`src/rtl/fp16_pkg.sv`:
```
// Shared binary16 field layout, classification and FSM state types.
package fp16_pkg;

  localparam int EXP_W   = 5;
  localparam int MAN_W   = 10;
  localparam int BIAS    = 15;
  localparam int EXP_MAX = 31;
  localparam int INT_W   = 16;

  typedef enum logic [2:0] {CLS_ZERO, CLS_SUB, CLS_NORM, CLS_INF, CLS_NAN} cls_t;
  typedef enum logic [1:0] {IDLE, SHIFT, DONE} state_t;

  function automatic logic [EXP_W-1:0] exp_of(input logic [15:0] x);
    return x[14:10];
  endfunction

  function automatic logic [MAN_W-1:0] man_of(input logic [15:0] x);
    return x[9:0];
  endfunction

  function automatic logic sign_of(input logic [15:0] x);
    return x[15];
  endfunction

endpackage

```
`src/rtl/fp16_classify.sv`:
```
// Combinational binary16 classifier: class, signed shift to fixed point, loaded mantissa.
module fp16_classify
  import fp16_pkg::*;
#(
  parameter int FRAC_W = 16
) (
  input  logic [15:0]       fp,
  output cls_t              cls,
  output logic signed [7:0] shamt,
  output logic [MAN_W:0]    man
);

  logic [EXP_W-1:0] e;
  logic [MAN_W-1:0] m;
  int               sv;

  always_comb begin
    e     = exp_of(fp);
    m     = man_of(fp);
    cls   = CLS_NORM;
    man   = {1'b1, m};
    sv    = int'(e) - BIAS - MAN_W + FRAC_W;
    if (e == '0) begin
      // subnormals share the exponent of e = 1 but lack the hidden bit
      man = {1'b0, m};
      sv  = 1 - BIAS - MAN_W + FRAC_W;
      cls = (m == '0) ? CLS_ZERO : CLS_SUB;
    end else if (e == EXP_W'(EXP_MAX)) begin
      cls = (m == '0) ? CLS_INF : CLS_NAN;
    end
    shamt = 8'(sv);
  end

endmodule

```
`src/rtl/fp16_to_fixed.sv`:
```
// Iterative binary16 to sign-magnitude fixed-point decoder, one bit shift per cycle.
module fp16_to_fixed
  import fp16_pkg::*;
#(
  parameter int FRAC_W = 16
) (
  input  logic              clk,
  input  logic              rst,
  input  logic              in_valid,
  output logic              in_ready,
  input  logic [15:0]       in_data,
  output logic              out_valid,
  input  logic              out_ready,
  output logic              out_sign,
  output logic [INT_W-1:0]  out_int,
  output logic [FRAC_W-1:0] out_frac,
  output logic              out_inexact,
  output logic              out_zero,
  output logic              out_inf,
  output logic              out_nan
);

  localparam int MW = INT_W + FRAC_W;

  state_t            state, state_n;
  cls_t              cls;
  logic signed [7:0] shamt;
  logic [MAN_W:0]    man;
  logic [MW-1:0]     mag, mag_n, ld;
  logic [5:0]        cnt;
  logic              left, sticky, sticky_n, pend_sign, special;

  fp16_classify #(.FRAC_W(FRAC_W)) u_cls (
    .fp    (in_data),
    .cls   (cls),
    .shamt (shamt),
    .man   (man)
  );

  always_comb begin
    special  = (cls == CLS_ZERO) || (cls == CLS_INF) || (cls == CLS_NAN);
    ld       = MW'(man);
    mag_n    = left ? {mag[MW-2:0], 1'b0} : {1'b0, mag[MW-1:1]};
    sticky_n = sticky | (~left & mag[0]);
  end

  always_comb begin
    state_n   = state;
    in_ready  = (state == IDLE);
    out_valid = (state == DONE);
    case (state)
      IDLE:  if (in_valid) state_n = (special || shamt == '0) ? DONE : SHIFT;
      SHIFT: if (cnt == 6'd1) state_n = DONE;
      DONE:  if (out_ready) state_n = IDLE;
      default: state_n = IDLE;
    endcase
  end

  always_ff @(posedge clk) begin
    if (rst) begin
      state       <= IDLE;
      mag         <= '0;
      cnt         <= '0;
      left        <= 1'b0;
      sticky      <= 1'b0;
      pend_sign   <= 1'b0;
      out_sign    <= 1'b0;
      out_int     <= '0;
      out_frac    <= '0;
      out_inexact <= 1'b0;
      out_zero    <= 1'b0;
      out_inf     <= 1'b0;
      out_nan     <= 1'b0;
    end else begin
      state <= state_n;
      case (state)
        IDLE: if (in_valid) begin
          mag       <= ld;
          cnt       <= 6'((shamt < 0) ? -shamt : shamt);
          left      <= (shamt > 0);
          sticky    <= 1'b0;
          pend_sign <= sign_of(in_data);
          // results needing no shift are published straight from the classifier
          if (special || shamt == '0) begin
            out_sign    <= sign_of(in_data);
            out_int     <= special ? '0 : ld[MW-1:FRAC_W];
            out_frac    <= special ? '0 : ld[FRAC_W-1:0];
            out_inexact <= 1'b0;
            out_zero    <= (cls == CLS_ZERO);
            out_inf     <= (cls == CLS_INF);
            out_nan     <= (cls == CLS_NAN);
          end
        end
        SHIFT: begin
          mag    <= mag_n;
          sticky <= sticky_n;
          cnt    <= cnt - 6'd1;
          if (cnt == 6'd1) begin
            out_sign    <= pend_sign;
            out_int     <= mag_n[MW-1:FRAC_W];
            out_frac    <= mag_n[FRAC_W-1:0];
            out_inexact <= sticky_n;
            out_zero    <= 1'b0;
            out_inf     <= 1'b0;
            out_nan     <= 1'b0;
          end
        end
        default: ;
      endcase
    end
  end

endmodule

```
`config.mk`:
```
export PLATFORM = sky130hd
export DESIGN_NAME = fp16_to_fixed
export DESIGN_NICKNAME = d
export VERILOG_FILES = /design/src/rtl/fp16_pkg.sv /design/src/rtl/fp16_classify.sv /design/src/rtl/fp16_to_fixed.sv
export SDC_FILE = /design/constraint.sdc
export NUM_CORES = 1
export LEC_CHECK = 0
export BUFFER_PORTS_ARGS = -buffer_cell sky130_fd_sc_hd__buf_2
export CORE_ASPECT_RATIO = 1.2
export CORE_UTILIZATION = 40
export CTS_BUF_LIST = sky130_fd_sc_hd__clkbuf_16
export CTS_CLUSTER_DIAMETER = 120
export DETAILED_ROUTE_END_ITERATION = 16
export HOLD_SLACK_MARGIN = 0.08
export PLACE_DENSITY = 0.63
export SLEW_MARGIN = 10
export SYNTH_ARGS = -nofsm -noshare
export SYNTH_HDL_FRONTEND = slang
export SYNTH_SLANG_ARGS = --single-unit
```
`constraint.sdc`:
```
create_clock -name clk -period 2.4 [get_ports clk]
set_input_delay 0.36 -clock clk [delete_from_list [all_inputs] [get_ports clk]]
set_output_delay 0.36 -clock clk [all_outputs]
set_load 0.01 [all_outputs]
```
Word level (Yosys, flattened, before mapping) --
Cells that the tools add are included.
Cells by class: add/subtract/negate cells 5, multiplexer cells 46, reduce and logical (&&, ||, !) cells 13, equal/unequal tests 10, $lt $le $gt $ge 2, bitwise operators 3
Operator list (count):
- 2-to-1 mux 16 bit | 6
- 2-to-1 mux 32 bit | 2
- one-hot mux 16 bit (2 select lines) | 2
- one-hot mux 32 bit (2 select lines) | 1
- 2-to-1 mux 11 bit | 2
- 2-to-1 mux 1 bit | 15
- 2-to-1 mux 6 bit | 2
- one-hot mux 1 bit (2 select lines) | 6
- one-hot mux 6 bit (2 select lines) | 1
- logical NOT 10 bit | 1
- 2-to-1 mux 3 bit | 3
- adder 8 x 6 -> 8 bit, second input constant | 1
- > comparator 8 x 1 -> 1 bit, second input constant | 1
- logical NOT 8 bit | 1
- less-than comparator 8 x 1 -> 1 bit, second input constant | 1
- 2-to-1 mux 2 bit | 4
- 2-to-1 mux 8 bit | 1
- subtractor 8 x 5 -> 8 bit, second input constant | 1
- equality test 6 x 1 -> 1 bit, second input constant | 1
- negator 6 bit | 1
- one-hot mux 2 bit (3 select lines) | 1
- subtractor 5 x 4 -> 6 bit, second input constant | 1
- subtractor 6 x 1 -> 6 bit, second input constant | 1
- equality test 5 bit, second input constant | 1
- other kinds (17) | 22
Word-level totals: register bits 80, input port bits 20, word-level logic and storage cells 92, output and inout bits 39

Depth between registers and ports, before layout --
Gate-level depths: netlist of the first run.
depth after elaboration 11, depth in mapped cells 12, mapped depth without buffers 10

Modules after synthesis --
A second synthesis of the first run with hierarchy kept.
Second synthesis, totals: cell total of the unflattened synthesis 476, area total of the unflattened synthesis 4031.4 sq um
By module, submodules not included:
- fp16_to_fixed | cells each 422, area each 3649.8 sq um, sequential area each 1601.5 sq um, times used 1
- fp16_classify | cells each 54, area each 381.6 sq um, sequential area each 0.0 sq um, times used 1

Worst setup path before layout of the first run --
Ideal clock, no wire load.
kind input to register, start point in in_data[10], end point reg out_frac[11], data required time 2.315 ns, path slack -0.002 ns, buffers on the path 1, setup time 0.085 ns, data arrival time 2.317 ns, stages on the path 10, cells stage by stage ha_1 > xor2_1 > inv_1 > ha_1 > xnor3_1 > a211oi_1 > o21a_1 > nor2_4 > buf_6 > o31ai_2
On the way: cells in the longest elaborated chain, start to end 9, elaborated cells on any way between the ends 17, classes of those cells 3 x add/sub; 4 x eq/ne; 3 x mux; 7 x reduce/logical
RTL lines:
- from (decl) | line fp16_to_fixed.sv:11 | input logic [15:0] in_data,
- parallel branches: the longest is 6 deep, another holds subtractor 8 x 5 -> 8 bit
- logical OR 1 bit * | line fp16_to_fixed.sv:84 | if (special || shamt == '0) begin
- != test 2 x 1 -> 1 bit (no source line) *
- AND reduction 4 bit (no source line) *
- to (signal assigned) | line fp16_to_fixed.sv:87 | out_frac <= special ? '0 : ld[FRAC_W-1:0];
- to (signal assigned) | line fp16_to_fixed.sv:101 | out_frac <= mag_n[FRAC_W-1:0];
- to (decl) | line fp16_to_fixed.sv:16 | output logic [FRAC_W-1:0] out_frac,
Every way passes the cells marked *. A chain may end at the register's enable or synchronous reset.

Final worst setup path of the first run --
start point in in_data[10], end point reg out_int[3]
On the way: cells in the longest elaborated chain, start to end 9, elaborated cells on any way between the ends 17, classes of those cells 3 x add/sub; 4 x eq/ne; 3 x mux; 7 x reduce/logical
RTL lines:
- parallel branches: the longest is 6 deep, another holds subtractor 8 x 5 -> 8 bit
- logical OR 1 bit * | line fp16_to_fixed.sv:84
- != test 2 x 1 -> 1 bit (no source line) *
- AND reduction 4 bit (no source line) *
- to (signal assigned) | line fp16_to_fixed.sv:86 | out_int <= special ? '0 : ld[MW-1:FRAC_W];
- to (signal assigned) | line fp16_to_fixed.sv:100 | out_int <= mag_n[MW-1:FRAC_W];
- to (decl) | line fp16_to_fixed.sv:15 | output logic [INT_W-1:0] out_int,
Marks and branches as above.

==> results.yml, run 1 <==
synthesis:
  synth-main-ff-cell: "dfxtp_1"
  syn-num-nets: 543
  async_flop_share: 0
  synth_adder_area_share: 0.02284
  synth_top_family_by_area: "compound AO/OA/AOI/OAI gates"
  ys_seq_elements: 80
  synth_xor_area_frac: 0.01142
  synth_compound_gate_area_share: 0.2249
  synth_area_mm2: 0.004273
  syn_inst: 516
  synth_seq_area_share: 0.3748
  synth.area.mux_share: 0.09165
  synth_cell_types: 55
  synth.area.top_cells: "dfxtp_1 (37%), a21oi_1 (8.9%), mux2_2 (8.7%), nand2_1 (6.6%), o31ai_2 (5.6%)"
  syn_area_per_cell_um2: 8.281
  ys_warn_count: 0
  synth_edf_count: 0
  synth-simple-area-share: 0.2190
  synth.top_cell.area_share: 0.3748
  yosysTopAreaCell: "dfxtp_1"
run:
  maxCapViolations: 0
floorplanning:
  die-width_um: 96.35
  start_util: 0.4185
  core.rowCount: 40
  die_area_mm2: 0.01110
  io_pins: 59
  die_h_um: 115.2
  fp.coreArea_mm2: 0.01021
cts:
  clock_latency_ps: 340
  cts_buffers: 9
  htree_levels: 3
  hold_buffers: 0
  ctsLongestPathBuffers: 2
  clockRootBuffer: "clkbuf_16"
  clkSinkCount: 80
  clk_pin_slew_ps: 60
  cts_tree: "done"
final_layout:
  n_antenna_cell: 0
  area_growth_pct: 24.80
  multi_input_area_mm2: 0.002470
  drive_gt1_frac: 0.3165
  seqCellArea_mm2: 0.001602
  final_nets: 616
  nFillCells: 983
  fin_util: 0.5223
sta:
  finalSetupViolCount: 0
  max_freq_mhz: 434.2
  slew_headroom: 0.5112
  fin_crit_sh: 0.9596
  final_hold_viol_count: 0
  tightest_slew_ps: 732.2
  maxSlewViolCount: 0
  tns_ps: 0
  timing.final.crit_period_ps: 2303
  clock_skew_ps: 4.761
  rsz0062_at_grt: "true"
setup_path:
  criticalPathCategory: "in -> reg"
  crit_fanout: 12
  cp.arrival_ps: 2560
  worstPathRequired_ps: 2650
  cp-start-kind: "input pin"
  end_kind: "flop"
power_and_ir_drop:
  powerDensity_mw_per_mm2: 695.1
  peakVddDrop_mv: 0.3568
  leakagePower_uw: 0.002186
place:
  hpwl_um: 7806
  gp_congestion: 0.8379
  io_buffers: 58
routing:
  wl_um: 11260
  drt-pass1-iter-count: 4
  via_per_inst: 5.593
  drc: 0
  wl_per_cell_um: 15.63
  vias: 4027
  ant_nets: 0
  drtIter0Drc: 257
global_routing:
  gr-usage-all-layers: 0.2103
  antenna_found_initial: 0
  overflow: 0
  grt_pass1_vias: 3867
  grt_max_degree: 67
  grt_pass1_wl_um: 18220
min_path:
  hold_class: "in -> reg"
run_status:
  outcome: "complete, no violations"
-- sequential cells by signal, indices dropped and copies added (netlist names) --
register	count
cnt	6
left	1
mag	32
out_frac	16
out_inexact	1
out_inf	1
out_int	16
out_nan	1
out_sign	1
out_zero	1
pend_sign	1
state	2
sticky	1
-- final cells by class --
type                    count  area share
well taps                 126     0.02956
flip-flops and latches     80      0.3003
multi-input cells         385      0.4632
inverters                  10    0.007039
clock inverters             7     0.02511
repair buffers            103      0.1326
clock buffers               9     0.04223
-- metrics by stage --
step | area, um2 | hold WS (ps) | std cells | total power, uW | setup WS, ps
global route | 5333 | 289.9 | 720 | 3849 | -27.05
finish | 5333 | 278.2 | 720 | 3707 | 97.03
global placement | 4938 | 439.4 | 703 | 2045 | -218.3
floorplan | 4278 | 433.2 | 516 | 1847 | 37.95
CTS | 5298 | 266.8 | 719 | 3715 | 49.90
detailed placement | 4938 | 452.1 | 703 | 2054 | -302.0
-- cells in the mapped netlist (all sizes together), types with 2 or more instances --
cell / number
nor2: 33
mux2i: 2
a21oi: 76
nand4: 23
nand2b: 4
dfxtp: 80
nor3: 5
buf: 14
a31oi: 4
o211ai: 2
o21a: 3
nor4: 2
o21ai: 23
nor2b: 16
a22oi: 2
a31o: 2
clkbuf: 27
inv: 10
nand4b: 2
o31ai: 21
xor2: 3
nand2: 75
a211oi: 3
and3: 2
or2: 2
mux2: 33
nand3: 22
ha: 7
-- layout by cell type (no fill, tap or decap), types with 9 or more instances in the layout --
master,netlist,routed
nand2_1,75,73
nor2b_1,16,15
nand4_1,23,23
buf_4,2,38
buf_2,6,58
nor2_1,32,31
clkbuf_16,0,9
o21ai_0,20,20
inv_1,10,10
dfxtp_1,80,80
nand3_1,21,21
a21oi_1,76,76
o31ai_2,19,18
mux2_2,33,33
-- what timing repair did --
| action | in CTS | in global routing |
|---|---|---|
| gates resized for setup | 0 | 8 |
| setup endpoints to repair | 0 | 25 |
| setup buffers | 0 | 1 |
-- layer usage --
| layer | vias to the layer above | global-route usage | share of wire |
|---|---|---|---|
| li1 | 1991 | - | - |
| met1 | 1890 | 0.2598 | 0.45 |
| met2 | 127 | 0.3579 | 0.48 |
| met3 | 19 | 0.04630 | 0.050 |
| met4 | 0 | 0.07255 | 0.016 |
| met5 | - | 0 | 0 |
-- logic make-up after synthesis --
group                    Yosys count
AO/OA/AOI/OAI                    145
XOR/XNOR                           4
adder cells (fa/ha/maj)            8
buffers and inverters             51
flip-flops                        80
multiplexers                      35
AND/OR/NAND/NOR                  193
-- report_power, final --
part	switching (uW)	total, uW	internal, uW
registers	52.7	1430	1380
logic	359	617	258
clock network	547	1660	1110
-- worst paths after layout --
check             cells after the start                 endpoint  slack (ps)                 from
setup / recovery                     12  out_int[3]$_SDFFE_PP0P_         100          in_data[10]
hold / removal                        3   pend_sign$_SDFFE_PP0P_         280          in_data[15]
setup reg to reg                      7  out_int[3]$_SDFFE_PP0P_         390  cnt[2]$_SDFFE_PP0P_
hold reg to reg                       2      sticky$_SDFFE_PP0P_         460  sticky$_SDFFE_PP0P_
-- critical path: stages --
cell	delay, ps
buf_2	110
inv_1	80
ha_1	170
or4b_4	500
nand2_2	100
ha_2	180
nand3_2	80
a211oi_2	230
o21a_1	250
nor2_4	110
buf_12	170
o31ai_4	210
Power figures use the tool's default switching activity.
==> run 2: changes to the inputs <==
- CELL_PAD_IN_SITES_DETAIL_PLACEMENT: unset -> 2
- CELL_PAD_IN_SITES_GLOBAL_PLACEMENT: unset -> 2
- CORE_MARGIN: unset -> 1.5
- CORE_UTILIZATION: 40 -> 31
- PLACE_DENSITY: 0.63 -> 0.81
==> results.yml, run 2 (synthesis gave the netlist of run 1 again) <==
run_status:
  outcome: "finished, violations left"
  violations: "negative setup slack"
routing:
  drc: 0
  wl_um: 16740
  drtIter0Drc: 152
  drt-pass1-iter-count: 4
  via_per_inst: 5.587
  ant_nets: 0
  vias: 4285
  wl_per_cell_um: 21.82
setup_path:
  criticalPathCategory: "in -> reg"
  cp.arrival_ps: 2690
  worstPathRequired_ps: 2650
  cp-start-kind: "input pin"
  ff2ff_setup_slack_ps: 230
  crit_fanout: 11
  end_kind: "flop"
cts:
  htree_levels: 3
  ctsLongestPathBuffers: 2
  clk_pin_slew_ps: 70
  cts_tree: "done"
  clkSinkCount: 80
  clock_latency_ps: 350
  clockRootBuffer: "clkbuf_16"
  cts_buffers: 9
power_and_ir_drop:
  powerDensity_mw_per_mm2: 654.6
  p_sw_frac: 0.3107
  fin_total_pwr_uw: 3576
  peakVddDrop_mv: 0.2906
  p_sw_uw: 1111
  power_frac_comb: 0.197
  p_seq_frac: 0.398
  internal_power_uw: 2465
  clkPwrFrac: 0.405
  leakagePower_uw: 0.002192
final_layout:
  largest_reg_flops: 32
  final_nets: 621
  area_growth_pct: 27.85
  reg_top3: "mag x32, out_frac x16, out_int x16"
  drive_gt1_frac: 0.3406
  n_antenna_cell: 0
  fin_util: 0.4091
  mostFrequentLayoutCell: "dfxtp_1"
  regMostFlops: "mag"
  final_cell_mix: "dfxtp_1 (80), a21oi_1 (75), nand2_1 (73)"
sta:
  tns_ps: -335.6
  clock_skew_ps: 9.434
  fin_crit_sh: 1.019
  finalSetupViolCount: 17
  maxSlewViolCount: 0
  tightest_slew_ps: 815.6
  timing.final.crit_period_ps: 2445
  max_freq_mhz: 409.1
  holdWs_ps: 269.5
  worst_slack_ps: -44.61
  final_hold_viol_count: 0
  slew_headroom: 0.4557
global_routing:
  overflow: 0
  grt_max_degree: 83
  grt_pass1_vias: 4661
  antenna_found_initial: 0
  gr-usage-all-layers: 0.2222
  grt_pass1_wl_um: 25060
floorplanning:
  die_area_mm2: 0.01450
  fp.coreArea_mm2: 0.01335
  core.rowCount: 46
  die_h_um: 131.6
  die-width_um: 110.2
  io_pins: 59
  start_util: 0.3200
place:
  gp_congestion: 0.8006
  io_buffers: 58
  hpwl_um: 10630
run:
  maxCapViolations: 0
min_path:
  hold_class: "in -> reg"
-- run 2: changes by cell type in the layout (fill, tap and decap cells not counted), sizes merged --
cell	previous run	this run
buf	103	106
clkbuf	9	11
inv	10	13
bufinv	4	1
clkinv	3	0
clkinvlp	0	3
-- run 2: what timing repair did --
item	in CTS	in global routing
endpoints found under the setup margin	3	40
gates cloned	0	2
pin swaps	0	8
hold buffers	0	0
buffers inserted	0	2
gates resized for setup	3	21
-- run 2: metrics by stage --
stage,setup WS (ps),area [um2],cells
after detailed placement,-362.4,4981,747
after global routing,-122.3,5463,767
after floorplan,37.95,4278,516
after CTS,2.442,5303,763
after global placement,-204.3,4981,747
final,-44.61,5463,767
-- run 2: cell type report --
| cell class | count | area (um2) |
|---|---|---|
| clock buffer | 9 | 225.2 |
| clock inverter | 7 | 78.83 |
| fill | 1520 | 7890 |
| inverter | 10 | 37.54 |
| multi-input combinational | 385 | 2535 |
| sequential | 80 | 1602 |
| tap | 168 | 210.2 |
| timing repair buffer | 108 | 774.5 |
-- run 2: power by group through the flow --
stage	registers [uW]	logic, uW	clock network (uW)
final	1420	706	1450
after CTS	1420	669	1450
after global routing	1430	760	1530
after detailed placement	1450	652	0
after floorplan	1430	414	0
after global placement	1440	611	0
-- run 2: path summary, 6_finish.rpt --
path	from	end	cells after the start
worst max-delay path	in_data[10]	out_frac[14]$_SDFFE_PP0P_	12
worst min-delay path	in_data[15]	pend_sign$_SDFFE_PP0P_	3
worst max register to register	cnt[0]$_SDFFE_PP0P_	out_frac[14]$_SDFFE_PP0P_	7
worst min register to register	out_frac[9]$_SDFFE_PP0P_	out_frac[9]$_SDFFE_PP0P_	2
-- run 2: critical path, cell delays in order --
cell,delay [ps]
buf_2,120
inv_2,60
ha_1,150
or4b_4,520
nand2_4,100
ha_4,140
nand3_2,100
a211oi_2,300
o21a_1,300
nor2_4,110
buf_6,170
o31ai_2,250
-- run 2: layer usage --
| metal | wire length, um | global-route usage | vias to the layer above |
|---|---|---|---|
| met5 | 0 | 0 | - |
| met4 | 535 | 0.06481 | 0 |
| met3 | 348 | 0.03125 | 38 |
| met2 | 8949 | 0.4023 | 77 |
| met1 | 6903 | 0.2658 | 2170 |
| li1 | - | - | 2000 |
==> run 3: changes to the inputs <==
- CAP_MARGIN: unset -> 25
- SYNTH_HIERARCHICAL: unset -> 1
==> results.yml, run 3 <==
routing:
  drc: 0
  drtIter0Drc: 99
  wl_um: 15870
  via_per_inst: 5.399
  drt-pass1-iter-count: 4
  vias: 4001
  wl_per_cell_um: 21.41
  ant_nets: 0
synthesis:
  yosysTopAreaCell: "dfxtp_1"
  async_flop_share: 0
  syn_inst: 476
  synth_cell_types: 54
  synth_area_mm2: 0.004031
  ys_top_cells_by_count: "nor2_1 (117), dfxtp_1 (80), a21oi_1 (41)"
  synth-main-ff-cell: "dfxtp_1"
  synth.area.top_cells: "dfxtp_1 (40%), nor2_1 (11%), mux2i_1 (7.7%), a21oi_1 (5.1%), a22oi_1 (4.5%)"
  synth_seq_area_share: 0.3973
  ys_warn_count: 6
  synth_most_common_cell: "nor2_1"
  synth.top_cell.area_share: 0.3973
  synth_edf_count: 0
  syn-num-nets: 503
  syn_area_per_cell_um2: 8.469
  ys_seq_elements: 80
power_and_ir_drop:
  internal_power_uw: 2911
  power_frac_comb: 0.269
  leakagePower_uw: 0.002253
  p_seq_frac: 0.357
  powerDensity_mw_per_mm2: 734.5
  peakVddDrop_mv: 0.3550
  clkPwrFrac: 0.374
  p_sw_frac: 0.3089
  p_sw_uw: 1301
final_layout:
  mostFrequentLayoutCell: "nor2_1"
  final_nets: 599
  nFillCells: 1340
  n_antenna_cell: 0
  multi_input_area_mm2: 0.002565
  area_growth_pct: 42.24
  fin_util: 0.4526
  seqCellArea_mm2: 0.001603
  reg_top3: "mag x32, out_frac x16, out_int x16"
  regMostFlops: "mag"
  stdcell_count: 741
  final_cell_mix: "nor2_1 (104), dfxtp_1 (79), buf_2 (56)"
  largest_reg_flops: 32
  drive_gt1_frac: 0.4107
global_routing:
  gr-usage-all-layers: 0.2182
  grt_pass1_vias: 4274
  overflow: 0
  antenna_found_initial: 0
  grt_pass1_wl_um: 23200
  grt_max_degree: 34
cts:
  clk_pin_slew_ps: 70
  clkSinkCount: 80
  clock_latency_ps: 340
  cts_buffers: 9
  cts_tree: "done"
  clockRootBuffer: "clkbuf_16"
  hold_buffers: 0
  htree_levels: 3
  ctsLongestPathBuffers: 2
setup_path:
  critical_path.startpoint: "in_data[10]"
  end_kind: "flop"
  cpMostUsedCell: "o21ba_4"
  max_stage_delay_ps: 350
  crit_fanout: 5
  crit_slowest_cell: "or3_4"
  worstPathRequired_ps: 2640
  r2r-start: "state[0]$_SDFFE_PP0P_"
  ff2ff_path_depth: 6
  r2r_end: "out_sign$_SDFFE_PP0P_"
  crit_path_end: "out_sign$_SDFFE_PP0P_"
  crit_family: "compound AO/OA/AOI/OAI gates"
  cp_cell_sequence: "buf_12 > inv_8 > ha_4 > inv_4 > a32o_2 > a211oi_2 > o21ba_4 > or3_4 > nor4_4 > buf_4 > o21ba_4 > buf_6 > nor2_2 > a311oi_1"
  ff2ff_setup_slack_ps: 350
  cp.arrival_ps: 2840
  critical_path_depth: 14
  cp-start-kind: "input pin"
  path_buf_inv: 5
  criticalPathCategory: "in -> reg"
sta:
  clock_skew_ps: 9.560
  maxSlewViolCount: 0
  fin_crit_sh: 1.085
  tightest_slew_ps: 507.3
  holdWs_ps: 333.5
  final_hold_viol_count: 0
  max_freq_mhz: 384.0
  timing.final.crit_period_ps: 2604
  finalSetupViolCount: 38
  rsz0062_at_grt: "true"
  worst_slack_ps: -204.3
  slew_headroom: 0.6618
run:
  maxCapViolations: 0
run_status:
  violations: "negative setup slack"
  outcome: "finished, violations left"
floorplanning:
  start_util: 0.3182
  die-width_um: 107.1
  die_h_um: 127.9
  die_area_mm2: 0.01370
  io_pins: 59
  fp.coreArea_mm2: 0.01267
  core.rowCount: 45
place:
  placedCellCount: 711
  io_buffers: 58
  hpwl_um: 9413
  gp_congestion: 0.8076
  pre_cts_ws_ps: -751.4
min_path:
  whs_path_depth: 3
  hold_class: "in -> reg"
[run 3: cell types whose count changed in the layout (fill, tap and decap cells not counted), moves of 21 or more]
cell     before  now
a21oi_1      75   39
nand2_1      73   16
a22oi_2       0   21
nand4_1      23    1
mux2_2       33   10
nor2_1       30  104
mux2i_1       2   31
[run 3: cell type report]
type / instances / share of cell area
clock buffer: 9 / 0.03928
clock inverter: 7 / 0.01942
inverter: 11 / 0.009819
multi-input combinational: 342 / 0.4473
sequential: 80 / 0.2795
tap: 164 / 0.03578
timing repair buffer: 128 / 0.1689
[run 3: worst min path at each step]
stage,from,to,slack [ps]
final,out_ready,state[1]$_SDFFE_PP0P_,330
after global routing,in_data[15],pend_sign$_SDFFE_PP0P_,350
after CTS,in_data[15],pend_sign$_SDFFE_PP0P_,300
after detailed placement,pend_sign$_SDFFE_PP0P_,pend_sign$_SDFFE_PP0P_,460
after global placement,out_inexact$_SDFFE_PP0P_,out_inexact$_SDFFE_PP0P_,440
after floorplan,pend_sign$_SDFFE_PP0P_,pend_sign$_SDFFE_PP0P_,440
[run 3: cell families after synthesis]
family	after synthesis	synth area share
AO/OA/AOI/OAI	109	0.1859
AND/OR/NAND/NOR	176	0.1993
adder cells (fa/ha/maj)	8	0.02421
multiplexers	41	0.1049
XOR/XNOR	8	0.01738
flip-flops	80	0.3973
buffers and inverters	54	0.07107
[run 3: timing repair]
action,4_1_cts,5_1_grt
pin swaps,7,25
setup endpoints to repair,43,44
gates cloned,0,4
buffers inserted,5,7
resized for setup,21,45
[run 3: worst reg2reg max path: stages, from the launching register on]
cell and delay (ps):
dfxtp_1 530, nor2b_1 350, a41oi_2 250, o21ba_4 380, buf_6 130, nor2_2 40, a311oi_1 270
[run 3: power groups by stage]
stage	registers, uW	clock network (uW)	logic, uW
finish	1500	1580	1130
detailed placement	1520	0	908
floorplan	1490	0	620
CTS	1490	1590	961
global placement	1510	0	859
global route	1510	1650	1220
[run 3: per-stage QoR]
stage / TNS (ps) / total power, uW / instance area [um2]
final: -5476 / 4212 / 5734
after global routing: -11670 / 4380 / 5734
after CTS: -5657 / 4042 / 5419
after detailed placement: -26100 / 2425 / 4951
after global placement: -20990 / 2371 / 4951
after floorplan: -3365 / 2111 / 4253
[run 3: layer usage]
metal | up-vias | GRT usage | share of wire
met2 | 106 | 0.3927 | 0.53
met1 | 2006 | 0.2596 | 0.40
li1 | 1856 | - | -
met3 | 33 | 0.04067 | 0.039
met4 | 0 | 0.06902 | 0.026
met5 | - | 0 | 0
